**src/rtl/mem_store_unit_pkg.sv**
```systemverilog
// Shared CPU definitions for the store path: store-type encodings, byte-enable
// constants and the store-buffer entry layout.
package mem_store_unit_pkg;

  typedef enum logic [1:0] {
    ST_SW  = 2'b00,
    ST_SH  = 2'b01,
    ST_SB  = 2'b10,
    ST_RSV = 2'b11
  } st_type_e;

  localparam logic [3:0] BE_NONE    = 4'b0000;
  localparam logic [3:0] BE_WORD    = 4'b1111;
  localparam logic [3:0] BE_HALF_LO = 4'b0011;
  localparam logic [3:0] BE_HALF_HI = 4'b1100;
  localparam logic [3:0] BE_BYTE    = 4'b0001;

  typedef struct packed {
    logic [29:0] waddr;
    logic [31:0] wdata;
    logic [3:0]  byteen;
  } sb_entry_t;

endpackage

```
**src/rtl/store_align.sv**
```systemverilog
// Combinational store alignment: misalignment detection, byte-enable and
// write-data lane replication for sw/sh/sb.
module store_align
  import mem_store_unit_pkg::*;
(
  input  logic [1:0]  st_type_i,
  input  logic [1:0]  addr_lo_i,
  input  logic [31:0] st_data_i,
  output logic        misaligned_o,
  output logic        reserved_o,
  output logic [31:0] wdata_o,
  output logic [3:0]  byteen_o
);

  always_comb begin
    misaligned_o = 1'b0;
    reserved_o   = 1'b0;
    wdata_o      = st_data_i;
    byteen_o     = BE_NONE;
    case (st_type_e'(st_type_i))
      ST_SW: begin
        misaligned_o = (addr_lo_i != 2'b00);
        byteen_o     = BE_WORD;
      end
      ST_SH: begin
        misaligned_o = addr_lo_i[0];
        byteen_o     = addr_lo_i[1] ? BE_HALF_HI : BE_HALF_LO;
        wdata_o      = {2{st_data_i[15:0]}};
      end
      ST_SB: begin
        byteen_o = BE_BYTE << addr_lo_i;
        wdata_o  = {4{st_data_i[7:0]}};
      end
      default: reserved_o = 1'b1;
    endcase
  end

endmodule

```
**src/rtl/mem_store_unit.sv**
```systemverilog
// Store buffer between the M stage and data memory: aligns stores, queues them
// in a DEPTH-entry FIFO and drains them over a valid/ready write port.
module mem_store_unit
  import mem_store_unit_pkg::*;
#(
  parameter int unsigned DEPTH = 4
) (
  input  logic        clk,
  input  logic        reset,
  input  logic        st_valid,
  input  logic [1:0]  st_type,
  input  logic [31:0] st_addr,
  input  logic [31:0] st_data,
  output logic        st_ready,
  output logic        st_exc,
  input  logic        ld_valid,
  input  logic [31:0] ld_addr,
  output logic        ld_conflict,
  output logic        bus_valid,
  input  logic        bus_ready,
  output logic [31:0] bus_addr,
  output logic [31:0] bus_wdata,
  output logic [3:0]  bus_byteen,
  output logic        empty
);

  localparam int unsigned PtrW = $clog2(DEPTH);
  localparam int unsigned CntW = $clog2(DEPTH + 1);

  logic [PtrW-1:0] rd_ptr_q, rd_ptr_d;
  logic [PtrW-1:0] wr_ptr_q, wr_ptr_d;
  logic [CntW-1:0] count_q, count_d;
  sb_entry_t       mem_q [DEPTH];
  sb_entry_t       mem_d [DEPTH];

  logic        misaligned;
  logic        reserved;
  logic [31:0] fmt_wdata;
  logic [3:0]  fmt_byteen;
  logic        push;
  logic        pop;
  logic        ld_hit;
  sb_entry_t   head;

  logic unused_ld_bits;
  assign unused_ld_bits = ^ld_addr[1:0];

  store_align u_align (
    .st_type_i    (st_type),
    .addr_lo_i    (st_addr[1:0]),
    .st_data_i    (st_data),
    .misaligned_o (misaligned),
    .reserved_o   (reserved),
    .wdata_o      (fmt_wdata),
    .byteen_o     (fmt_byteen)
  );

  assign empty      = (count_q == '0);
  assign st_ready   = (count_q < CntW'(DEPTH));
  assign st_exc     = st_valid & misaligned;
  assign bus_valid  = ~empty;
  assign head       = mem_q[rd_ptr_q];
  assign bus_addr   = {head.waddr, 2'b00};
  assign bus_wdata  = head.wdata;
  assign bus_byteen = empty ? BE_NONE : head.byteen;

  // Faulting and reserved-type stores are dropped without stalling the pipe.
  assign push = st_valid & st_ready & ~misaligned & ~reserved;
  assign pop  = bus_valid & bus_ready;

  always_comb begin
    rd_ptr_d = pop  ? rd_ptr_q + PtrW'(1) : rd_ptr_q;
    wr_ptr_d = push ? wr_ptr_q + PtrW'(1) : wr_ptr_q;
    count_d  = count_q;
    case ({push, pop})
      2'b10:   count_d = count_q + CntW'(1);
      2'b01:   count_d = count_q - CntW'(1);
      default: count_d = count_q;
    endcase
  end

  always_comb begin
    mem_d = mem_q;
    if (push) begin
      mem_d[wr_ptr_q] = '{waddr: st_addr[31:2], wdata: fmt_wdata, byteen: fmt_byteen};
    end
  end

  // A slot is live when its distance from the head is below the occupancy; the
  // head being popped this cycle still counts, the store being pushed does not.
  always_comb begin
    logic [PtrW-1:0] off;
    ld_hit = 1'b0;
    off    = '0;
    for (int unsigned i = 0; i < DEPTH; i++) begin
      off = PtrW'(i) - rd_ptr_q;
      if ((CntW'(off) < count_q) && (mem_q[i].waddr == ld_addr[31:2])) begin
        ld_hit = 1'b1;
      end
    end
  end

  assign ld_conflict = ld_valid & ld_hit;

  always_ff @(posedge clk) begin
    if (reset) begin
      rd_ptr_q <= '0;
      wr_ptr_q <= '0;
      count_q  <= '0;
    end else begin
      rd_ptr_q <= rd_ptr_d;
      wr_ptr_q <= wr_ptr_d;
      count_q  <= count_d;
    end
  end

  // Entry payload needs no reset; occupancy alone decides validity.
  always_ff @(posedge clk) begin
    mem_q <= mem_d;
  end

endmodule
```
**config.mk**
```make
export PLATFORM = sky130hd
export DESIGN_NAME = mem_store_unit
export DESIGN_NICKNAME = d
export VERILOG_FILES = /design/src/rtl/mem_store_unit_pkg.sv /design/src/rtl/store_align.sv /design/src/rtl/mem_store_unit.sv
export SDC_FILE = /design/constraint.sdc
export NUM_CORES = 1
export LEC_CHECK = 0
export CORE_AREA = 2 2 127 191
export DETAILED_ROUTE_END_ITERATION = 10
export DIE_AREA = 0 0 129 193
export GPL_TIMING_DRIVEN = 0
export PLACE_DENSITY = 0.87
export SETUP_SLACK_MARGIN = 0.4
export SLEW_MARGIN = 40
export SYNTH_ARGS = -nofsm -noshare
export SYNTH_HDL_FRONTEND = slang
export SYNTH_HIERARCHICAL = 1
export SYNTH_SLANG_ARGS = --single-unit
```
**constraint.sdc**
```tcl
create_clock -name clk -period 10.1 [get_ports clk]
set_clock_uncertainty 0.05 [all_clocks]
set_input_delay 1.01 -clock clk [delete_from_list [all_inputs] [get_ports clk]]
set_output_delay 1.01 -clock clk [all_outputs]
set_load 0.03 [all_outputs]
```
# Word level (Yosys, flattened, before mapping)

Cells that the tools add are included.

Mux-type cells: 16
Shifts and indexed selects: 1
Reductions and logical operators: 10
Add/sub/neg operators: 8
Order comparisons: 8
Bitwise logic cells: 10
Equality and inequality tests: 8

Operator list:

| cell                                                | count |
|---|---|
| bitwise mux 264 bit                                 | 1 |
| two-way mux 66 bit                                  | 3 |
| binary-select mux 66 bit (select 2 bit)             | 1 |
| demux 66 bit (select 2 bit)                         | 1 |
| equality test 30 bit                                | 4 |
| case mux 32 bit (2 select lines)                    | 1 |
| < comparator 2 x 3 -> 1 bit                         | 4 |
| case mux 4 bit (3 select lines)                     | 1 |
| two-way mux 4 bit                                   | 2 |
| bitwise AND 1 bit                                   | 6 |
| >= comparator 3 bit, second input constant          | 2 |
| inverter 2 -> 3 bit                                 | 2 |
| case mux 3 bit (2 select lines)                     | 1 |
| logical AND 1 bit                                   | 5 |
| adder 2 x 1 -> 2 bit, second input constant         | 2 |
| equality test 2 x 1 -> 1 bit, second input constant | 2 |
| equality test 2 bit, second input constant          | 2 |
| two-way mux 1 bit                                   | 4 |
| nonzero test 2 bit                                  | 2 |
| << shifter 1 x 2 -> 4 bit, first input constant     | 1 |
| subtractor 1 x 2 -> 2 bit, first input constant     | 2 |
| subtractor 2 bit, first input constant              | 2 |
| adder 3 x 1 -> 3 bit, second input constant         | 1 |
| zero test 3 bit                                     | 1 |
| 7 further kinds                                     | 8 |

Bits in registers: 271

# Longest topological paths before layout

Gate-level depths: netlist of the first run.

Depth after elaboration: 8
Gate-level depth with buffers: 13
Depth with buffers taken out: 12

# Cells and area by module

Netlist of the first run, hierarchy kept.

By module, submodules not included:

| module         | area each (sq um) | seq. area each (sq um) | cells each | instances |
|---|---|---|---|---|
| mem_store_unit | 11404.7           | 8067.7                 | 581        | 1 |
| store_align    | 583.1             | 0.0                    | 96         | 1 |

# Least setup slack after synthesis of the first run

OpenSTA, ideal clock, no wires.

Path kind: input to register
From: in st_type[1]
To: reg mem_q[0] (netlist bit) (enable)
Required time: 9.619 ns
Path slack: 6.017 ns
Stages on the path: 7
Arrival: 3.602 ns
Buffers on the path: 1
Cells stage by stage: inv_1 > ha_1 > buf_2 > nor2_1 > nor2_1 > nor4b_4 > and2_1

Word-level cells in the longest chain between the ends: 5

Ends and longest elaborated chain:

| item                                                                   | RTL line              | source |
|---|---|---|
| start, declared                                                        | mem_store_unit.sv:11  | `input logic [1:0] st_type,` |
| equality test 2 x 1 -> 1 bit / zero test 2 bit (equally long branches) | store_align.sv:20     | `case (st_type_e'(st_type_i))` |
| case mux 1 bit (2 select lines) (*)                                    | store_align.sv:20     |  |
| via misaligned                                                         | mem_store_unit.sv:36  | `logic misaligned;` |
| inverter 1 bit (*)                                                     | mem_store_unit.sv:68  | `assign push = st_valid & st_ready & ~misaligned & ~reserved;` |
| bitwise AND 1 bit (*) (2 in series)                                    | mem_store_unit.sv:68  |  |
| end signal, assigned                                                   | mem_store_unit.sv:119 | `mem_q <= mem_d;` |
| end, declared                                                          | mem_store_unit.sv:33  | `sb_entry_t mem_q [DEPTH];` |

Mark *: on every way through the listed nets, which the timed path passes. The rest lies on a longest branch.
A chain may end at the register's enable or synchronous reset.

# Worst setup path after layout of the first run

From: in ld_addr[30]
To: out ld_conflict

Word-level cells in the longest chain between the ends: 7

Ends and longest elaborated chain:

| item                            | RTL line              | source |
|---|---|---|
| start, declared                 | mem_store_unit.sv:17  | `input logic [31:0] ld_addr,` |
| equality test 30 bit            | mem_store_unit.sv:97  | `if ((CntW'(off) < count_q) && (mem_q[i].waddr == ld_addr[31:2])) begin` |
| logical AND 1 bit               | mem_store_unit.sv:97  |  |
| two-way mux 1 bit (3 in series) | mem_store_unit.sv:97  |  |
| two-way mux 1 bit (*)           | mem_store_unit.sv:97  |  |
| bitwise AND 1 bit (*)           | mem_store_unit.sv:103 | `assign ld_conflict = ld_valid & ld_hit;` |
| end, declared                   | mem_store_unit.sv:18  | `output logic ld_conflict,` |

Every way passes the cells marked *; elsewhere a longest branch is shown, timed or not.

==> results.txt, run 1 <==
* Number of buffers added to fix hold violations after cts: 0
- The worst hold path belongs to the class flop to flop.
* Clock Tree Root: sky130_fd_sc_hd__clkbuf_16
* Total via count after detailed routing: 6755
- The final layout contains 997 nets.
- Clock tree synthesis found a total of 271 sinks.
- Pre-antenna DRT Iters: 5
* Initial cell density of the core: 0.5124
- Number of placed instances, taps included: 1172
* Die span in x: 129 µm
- Synth Area in XOR/XNOR: 0.09206
- Unrepaired setup endpoints after global routing: false
- By startpoint and endpoint, the worst setup path is classified as input port to output port.
- Measured against the total synthesized area, the mux share comes to 0.1240.
- Filler-free cell count of the finished design: 1216
* Vias in the first global route: 7045
- Cell types with the largest area share after synthesis: sky130_fd_sc_hd__edfxtp_1, sky130_fd_sc_hd__mux4_2, sky130_fd_sc_hd__xor2_1, sky130_fd_sc_hd__ha_1, sky130_fd_sc_hd__nor4_1
- Share of cells above drive strength 1: 0.1540
* Combinational family with the most area after synthesis: multiplexers
* Remaining number of nets flagged by the antenna check after routing: 0
- Post-detailed-route wirelength per cell: 23.30 µm
* Antenna violations before repair: 2
* Pin count of the biggest net entering global routing: 37
- Basic-gate share of the synthesized area counting and, or, nand and nor cells: 0.04071
- TritonCTS built the clock tree.
- Inserted Clock Buffers: 24
* Aggregate global-route resource usage: 0.2286
* Time the final worst path needs with I/O delays and setup: 4851 ps
- Largest fanout on the critical path: 4
- Number of remaining DRC errors: 0
* P per Cell Area: 226.4 mW/mm²
- In this run, synthesis inferred 264 flip-flops with an integrated enable.
- Post-DP Area: 0.01419 mm²
* Library cell with the largest summed area after synthesis: sky130_fd_sc_hd__edfxtp_1
* H-tree level count: 1
- Setup violations remaining at the end of the flow were counted as 0.
* Die boundary height: 193 µm
- Among all flip-flop cells after synthesis, the most frequent one is sky130_fd_sc_hd__edfxtp_1.
- Post-CTS setup-driven buffer insertion count: 0
- Synthesis Warnings: 6
* Post-Route Setup TNS: 0 ps
- Final estimated routing congestion in global placement: 0.9074
- The flow ran to the end, and the final reports show no timing, DRC or antenna violations.
* Total half-perimeter wirelength after legalization and detailed placement: 20760 µm
- Worst max-slew margin expressed relative to the limit: 0.4187
* Number of top-level pins: 176
- Arithmetic-cell share of the synthesized area counting full adders, half adders and majority gates: 0.01628
* Post-Synthesis Cells: 677
- Fraction of registers with async set/reset: 0
- After detailed routing, the number of vias per cell comes to 5.555.
- Number of library cell types mapped by synthesis: 36
* Finished Cell Area: 0.01496 mm²
- Count of routing violations after the opening detailed-route iteration: 431
* Deepest clock path buffer count: 3
* Element type at the critical path end: output port
- In the finished design, the share of the clock period the worst path needs comes to 0.4803.
* Mean area per synthesized cell: 17.71 µm²
- Total count of max-transition violations in the final report: 0
- The analysis attributes to cell leakage a power of 0.004981 µW.
- IR Drop Worst-Case VDD: 0.1573 mV
- The design draws 3387 µW.
- Flops & latches, synth: 271
- After clock tree synthesis, the clock-pin slew on the worst setup and hold paths is 70 ps.
* Part of the Yosys area used for sequential elements: 0.6730
- Across the run, the number of max-cap violations was 0.
* Aggregate routed wire length: 28330 µm
* Endpoints failing hold: 0
* Layout Area Growth over Synthesis: 24.82%
* Post-CTS resize count: 0
* Complex-gate fraction of the synthesized area: 0.02922
* Max Fclk: 206.1 MHz
- Global-route wire length before repair: 41010 µm
* Quantity of I/O buffers inserted on ports: 171
- The worst setup path is launched from an input port.
- Clock latency on the worst-skew pair, taken at its later pin, is 510 ps.
* Critical Path RT: 9040 ps
* Synthesized cell area: 0.01199 mm²
- For the pin with the worst max-slew slack, the measured transition is 872.0 ps.
- Share of Yosys cell area claimed by the top area cell type: 0.6613
- Global routing finished with a remaining overflow of 0.
* Row Count: 69
- Crit path DAT: 3790 ps
- Core ar.: 0.02340 mm²
* Overall die area: 0.02490 mm²
-- power breakdown --
| group | switching [µW] | total [µW] | internal [µW] |
|---|---|---|---|
| clock network | 379 | 890 | 511 |
| registers | 28.2 | 1350 | 1320 |
| logic | 638 | 1150 | 514 |
-- registers in the layout, indices dropped and copies added (netlist names) --
signal    cells
mem_q       264
wr_ptr_q      2
count_q       3
rd_ptr_q      2
-- cells in the final DEF, fill, tap and decap left out, types with 2 or more instances in the layout --
cell type                         synthesis  layout
sky130_fd_sc_hd__buf_2                   14      14
sky130_fd_sc_hd__edfxtp_1               264     264
sky130_fd_sc_hd__bufinv_16                0       2
sky130_fd_sc_hd__xnor2_1                 12      12
sky130_fd_sc_hd__nand3_1                  4       4
sky130_fd_sc_hd__nand2_1                  9       9
sky130_fd_sc_hd__nor4_1                  24      24
sky130_fd_sc_hd__buf_4                   12      12
sky130_fd_sc_hd__or3_1                    2       2
sky130_fd_sc_hd__clkdlybuf4s50_1          0     171
sky130_fd_sc_hd__nor2_1                  20      20
sky130_fd_sc_hd__nor2b_1                  2       2
sky130_fd_sc_hd__clkinv_1                 0       4
sky130_fd_sc_hd__dfxtp_1                  7       7
sky130_fd_sc_hd__a211oi_1                 2       2
sky130_fd_sc_hd__clkbuf_1                 6      12
sky130_fd_sc_hd__xor2_1                 114     114
sky130_fd_sc_hd__clkbuf_16                0      25
sky130_fd_sc_hd__buf_12                   0       4
sky130_fd_sc_hd__clkinv_2                 0       3
sky130_fd_sc_hd__a21oi_1                 19      19
sky130_fd_sc_hd__a22o_1                   8       8
sky130_fd_sc_hd__conb_1                   1       2
sky130_fd_sc_hd__mux4_2                  66      66
sky130_fd_sc_hd__inv_1                   22      22
sky130_fd_sc_hd__buf_6                    2       2
sky130_fd_sc_hd__o21ai_0                  2       2
sky130_fd_sc_hd__and2_4                   1       5
sky130_fd_sc_hd__ha_1                    14      14
sky130_fd_sc_hd__a22oi_1                  8       8
sky130_fd_sc_hd__and2_1                  10       6
sky130_fd_sc_hd__nor3_1                   5       5
sky130_fd_sc_hd__a2111oi_0                4       4
sky130_fd_sc_hd__nand4_1                  8       8
sky130_fd_sc_hd__o22ai_1                  8       8
-- layer usage --
metal  share of wire  GRT usage
met1            0.34     0.2482
met2            0.55     0.4217
met3           0.051    0.03394
met4           0.060     0.1321
met5         0.00042          0
-- worst paths after layout --
kind	end	from	slack, ps	cells past startpoint
hold reg to reg	count_q[1]	count_q[1]	500	2
hold / removal	count_q[1]	count_q[1]	500	2
setup / recovery	ld_conflict	ld_addr[30]	5250	7
setup reg to reg	count_q[2]	count_q[2]	7720	9
-- Yosys cell counts (9+ instances only) --
| library cell | instances |
|---|---|
| sky130_fd_sc_hd__and2_1 | 10 |
| sky130_fd_sc_hd__inv_1 | 22 |
| sky130_fd_sc_hd__edfxtp_1 | 264 |
| sky130_fd_sc_hd__nor2_1 | 20 |
| sky130_fd_sc_hd__nor4_1 | 24 |
| sky130_fd_sc_hd__buf_2 | 14 |
| sky130_fd_sc_hd__buf_4 | 12 |
| sky130_fd_sc_hd__xnor2_1 | 12 |
| sky130_fd_sc_hd__nand2_1 | 9 |
| sky130_fd_sc_hd__xor2_1 | 114 |
| sky130_fd_sc_hd__mux4_2 | 66 |
| sky130_fd_sc_hd__a21oi_1 | 19 |
| sky130_fd_sc_hd__ha_1 | 14 |
-- cell families (layout without fill, tap and decap cells) --
family,count (synthesis),in the layout
mux,66,66
fa+ha+maj,15,15
buf+inv,57,275
flops,271,271
compound gates,53,53
xor+xnor,126,126
simple gates,88,88
other cells,1,3
-- area by class of cell --
type                       instances  area [µm²]
tap                              319       399.1
fill                            1632        8433
timing repair buffer             175        1792
inverter                          22       82.58
clock buffer                      32       661.9
multi-input combinational        350        3641
sequential                       271        8068
buffer                            35       210.2
antenna                            1       2.502
clock inverter                    11       106.4
-- per-stage QoR --
step	utilization	hold WS, ps	setup WS [ps]
floorplan	-	422.1	6017
global placement	0.6028	441.8	4000
detailed placement	0.6066	498.1	5262
CTS	0.6394	515.1	5245
global route	0.6396	538.4	5186
finish	0.6396	504.1	5249
-- worst max-delay path, stage by stage --
cell                              delay, ps
sky130_fd_sc_hd__clkdlybuf4s50_1        510
sky130_fd_sc_hd__xor2_1                 190
sky130_fd_sc_hd__nor4_1                 630
sky130_fd_sc_hd__nand3_1                180
sky130_fd_sc_hd__a2111oi_0              400
sky130_fd_sc_hd__or4_1                  190
sky130_fd_sc_hd__clkdlybuf4s50_1        680
Power figures use the tool's default switching activity.
==> inputs of run 2 (changes only) <==
CORE_AREA = 2 2 131 197   (was 2 2 127 191)
DIE_AREA = 0 0 133 199   (was 0 0 129 193)
PLACE_DENSITY = 0.86   (was 0.87)
clock period = 3.9 ns   (was 10.1 ns; I/O delays follow)
==> results.txt, run 2 (same netlist as run 1, synthesis figures left out) <==
- CTS Sinks: 271 (unchanged)
* Post-CTS setup-driven buffer insertion count: 0 (unchanged)
- Final estimated routing congestion in global placement: 0.9010 (was 0.9074)
- Layout Area Growth over Synthesis: 25.57% (was 24.82%)
- Worst max-slew margin expressed relative to the limit: 0.4888 (was 0.4187)
- Total congestion overflow after global routing: 0 (unchanged)
* Fin Hold WS: 457.0 ps (was 504.1 ps)
- Combinational power share: 0.340 (about the same)
- Critical path's largest stage delay: 690 ps (was 680 ps)
- Outcome: finished, final reports clean (unchanged).
- The total number of placement rows was 71 (was 69).
- The source-to-sink clock delay at the later pin of the worst-skew pair came to 510 ps (about the same).
- The setup slack of the worst register-to-register path is 1420 ps (was 7720 ps).
- The number of hold buffers added after CTS was 0 (unchanged).
- Max Fclk: 296.2 MHz
- Register with the most flip-flops: mem_q (unchanged)
- Critical Path RT: 3460 ps (was 9040 ps)
* Total via count after detailed routing: 6977 (was 6755)
* Flip-flop count of the largest register after layout: 264 (unchanged)
- The slowest library cell on the worst path was sky130_fd_sc_hd__nor4_1 (was sky130_fd_sc_hd__clkdlybuf4s50_1).
- Initial cell density of the core: 0.4837 (was 0.5124)
- Share of cells above drive strength 1: 0.1639 (was 0.1540)
* Largest registers ranked by flip-flop count: mem_q (264), count_q (3) (unchanged)
* R2R Path End: count_q[2] (unchanged)
- The via count of the first global-routing pass was 7294 (was 7045).
* P per Cell Area: 592.5 mW/mm² (was 226.4 mW/mm²)
- Endpoints failing hold: 0 (unchanged)
- The pin count of the biggest net entering global routing is 37 (unchanged).
- Total count of max-transition violations in the final report: 0 (unchanged)
- Global-route wire length before repair: 43060 µm (was 41010 µm)
* Start point of the worst min-delay path: st_addr[14] (was count_q[1])
* Count of cells along the worst register-to-register path: 9 (unchanged)
- The area of the core was 0.02479 mm² (was 0.02340 mm²).
* Overall Power: 8919 µW (was 3387 µW)
- The chip height was 199 µm (was 193 µm).
* Pre-antenna DRT Iters: 5 (unchanged)
* Deepest clock path buffer count: 3 (unchanged)
* IR Drop Worst-Case VDD: 0.4484 mV (was 0.1573 mV)
* Crit path DAT: 2940 ps (was 3790 ps)
* Post-Route Setup TNS: 0 ps (unchanged)
- Worst-Margin Slew: 759.9 ps (was 872.0 ps)
- The clock tree root buffer cell is sky130_fd_sc_hd__clkbuf_16 (unchanged).
- The number of buffer cells added on primary ports came to 171 (unchanged).
- Clock tree from TritonCTS: built (unchanged)
- Register share of total power: 0.391 (was 0.397)
- The DRC violation count after routing was 0 (unchanged).
- Switching fraction of total power: 0.3114 (was 0.3086)
* Aggregate routed wire length: 29010 µm (was 28330 µm)
- Sink of the worst hold path: mem_q[180] (was count_q[1])
* Critical R2R Launch: count_q[2] (unchanged)
* Class of the most critical setup path: input port to output port (unchanged)
* Setup crit start kind: input port (unchanged)
- H-tree level count: 1 (unchanged)
- Final Cycle Share: 0.8655
* Cell internal power dissipation: 6142 µW (was 2342 µW)
* Antenna violations before repair: 2 (unchanged)
- Inserted Clock Buffers: 24 (unchanged)
- The I/O pin count came to 176 (unchanged).
- Setup-violating endpoint count in the final report: 0 (unchanged)
- Mean number of vias per cell: 5.691 (was 5.555)
* Aggregate global-route resource usage: 0.2209 (was 0.2286)
* Leak: 0.005002 µW (was 0.004981 µW)
- Clk network pwr share: 0.269 (was 0.263)
- The nature of the critical path endpoint is an output port (unchanged).
- Path type of the worst min-delay path: input port to flop (was flop to flop)
- The number of cells on the worst hold path came to 1 (was 2).
* Count of routing violations after the opening detailed-route iteration: 575 (was 431)
- Cells traversed along the worst timing path: clkdlybuf4s50_1 > xor2_1 > nor4_1 > nand4_1 > a2111oi_1 > or4_1 > clkdlybuf4s15_2 (was clkdlybuf4s50_1 > xor2_1 > nor4_1 > nand3_1 > a2111oi_0 > or4_1 > clkdlybuf4s50_1)
* Net switching power: 2777 µW (was 1045 µW)
* Max-capacitance violation count: 0 (unchanged)
* Most frequent cells in the layout: sky130_fd_sc_hd__edfxtp_1, sky130_fd_sc_hd__clkdlybuf4s50_1, sky130_fd_sc_hd__xor2_1, sky130_fd_sc_hd__mux4_2, sky130_fd_sc_hd__clkbuf_16 (unchanged)
- Overall die area: 0.02647 mm² (was 0.02490 mm²)
* Fin nets: 997 (unchanged)
- The die extent in x was 133 µm (was 129 µm).
* Post-detailed-route wirelength per cell: 23.66 µm (was 23.30 µm)
- Remaining number of nets flagged by the antenna check after routing: 0 (unchanged)
- The smallest clock period supported by the final layout is computed as 3376 ps.
* Total half-perimeter wirelength after legalization and detailed placement: 21080 µm (was 20760 µm)
* Commonest non-fill, non-tap cell in the layout: sky130_fd_sc_hd__edfxtp_1 (unchanged)
* Unrepaired setup endpoints after global routing: false (unchanged)
- The clock transition at the registers of the reported paths is 60 ps (was 70 ps).
- Largest fanout on the critical path: 4 (unchanged)
-- run 2: worst max-delay path by stage --
| stage | from | end | slack (ps) | cells after the start |
|---|---|---|---|---|
| floorplan | st_type[1] | mem_q[0] | 440 | 7 |
| global placement | st_type[1] | mem_q[221] | -1540 | 8 |
| detailed placement | rd_ptr_q[1] | ld_conflict | 220 | 10 |
| CTS | rd_ptr_q[0] | ld_conflict | 410 | 11 |
| global route | rd_ptr_q[1] | ld_conflict | 400 | 10 |
| finish | ld_addr[12] | ld_conflict | 520 | 7 |
-- run 2: what timing repair did --
action                     4_1_cts  5_1_grt
setup endpoints to repair        1        1
resized for setup                8        7
pin swaps                        0        1
-- run 2: final cells by class --
cell class | count | area (µm²)
fillers | 1792 | 9732
flip-flops and latches | 271 | 8068
multi-input cells | 350 | 3643
repair buffers | 175 | 1793
clock buffers | 25 | 625.6
well taps | 328 | 410.4
plain buffers | 35 | 239.0
clock inverters | 19 | 188.9
inverters | 22 | 82.58
diodes | 1 | 2.502
-- run 2: power groups by stage --
stage	registers, µW	logic (µW)	clock network, µW
finish	3490	3040	2400
global placement	3550	2990	0
detailed placement	3550	3020	0
global route	3500	3210	2550
CTS	3490	3060	2440
floorplan	3530	1860	0
-- run 2: metrics by stage --
| step | utilization | cell area (µm²) | setup slack, ps | std cells |
|---|---|---|---|---|
| after global placement | 0.5694 | 14110 | -1543 | 1177 |
| after floorplan | - | 11990 | 437.3 | 678 |
| after CTS | 0.6065 | 15030 | 413.9 | 1225 |
| final | 0.6074 | 15050 | 524.4 | 1226 |
| after detailed placement | 0.5731 | 14200 | 219.3 | 1181 |
| after global routing | 0.6072 | 15050 | 400.2 | 1225 |
-- run 2: worst max-delay path: cells and delay by family --
| kind | cells | cell delay [ps] |
|---|---|---|
| buf+inv | 2 | 840 |
| compound gates | 1 | 390 |
| simple gates | 3 | 1100 |
| xor+xnor | 1 | 200 |
-- run 2: routing by layer --
| layer | GRT usage | vias to the layer above | share of wire |
|---|---|---|---|
| li1 | - | 3051 | - |
| met1 | 0.2432 | 3432 | 0.33 |
| met2 | 0.4084 | 413 | 0.54 |
| met3 | 0.04154 | 79 | 0.082 |
| met4 | 0.1075 | 2 | 0.050 |
| met5 | 0 | - | 0.00041 |
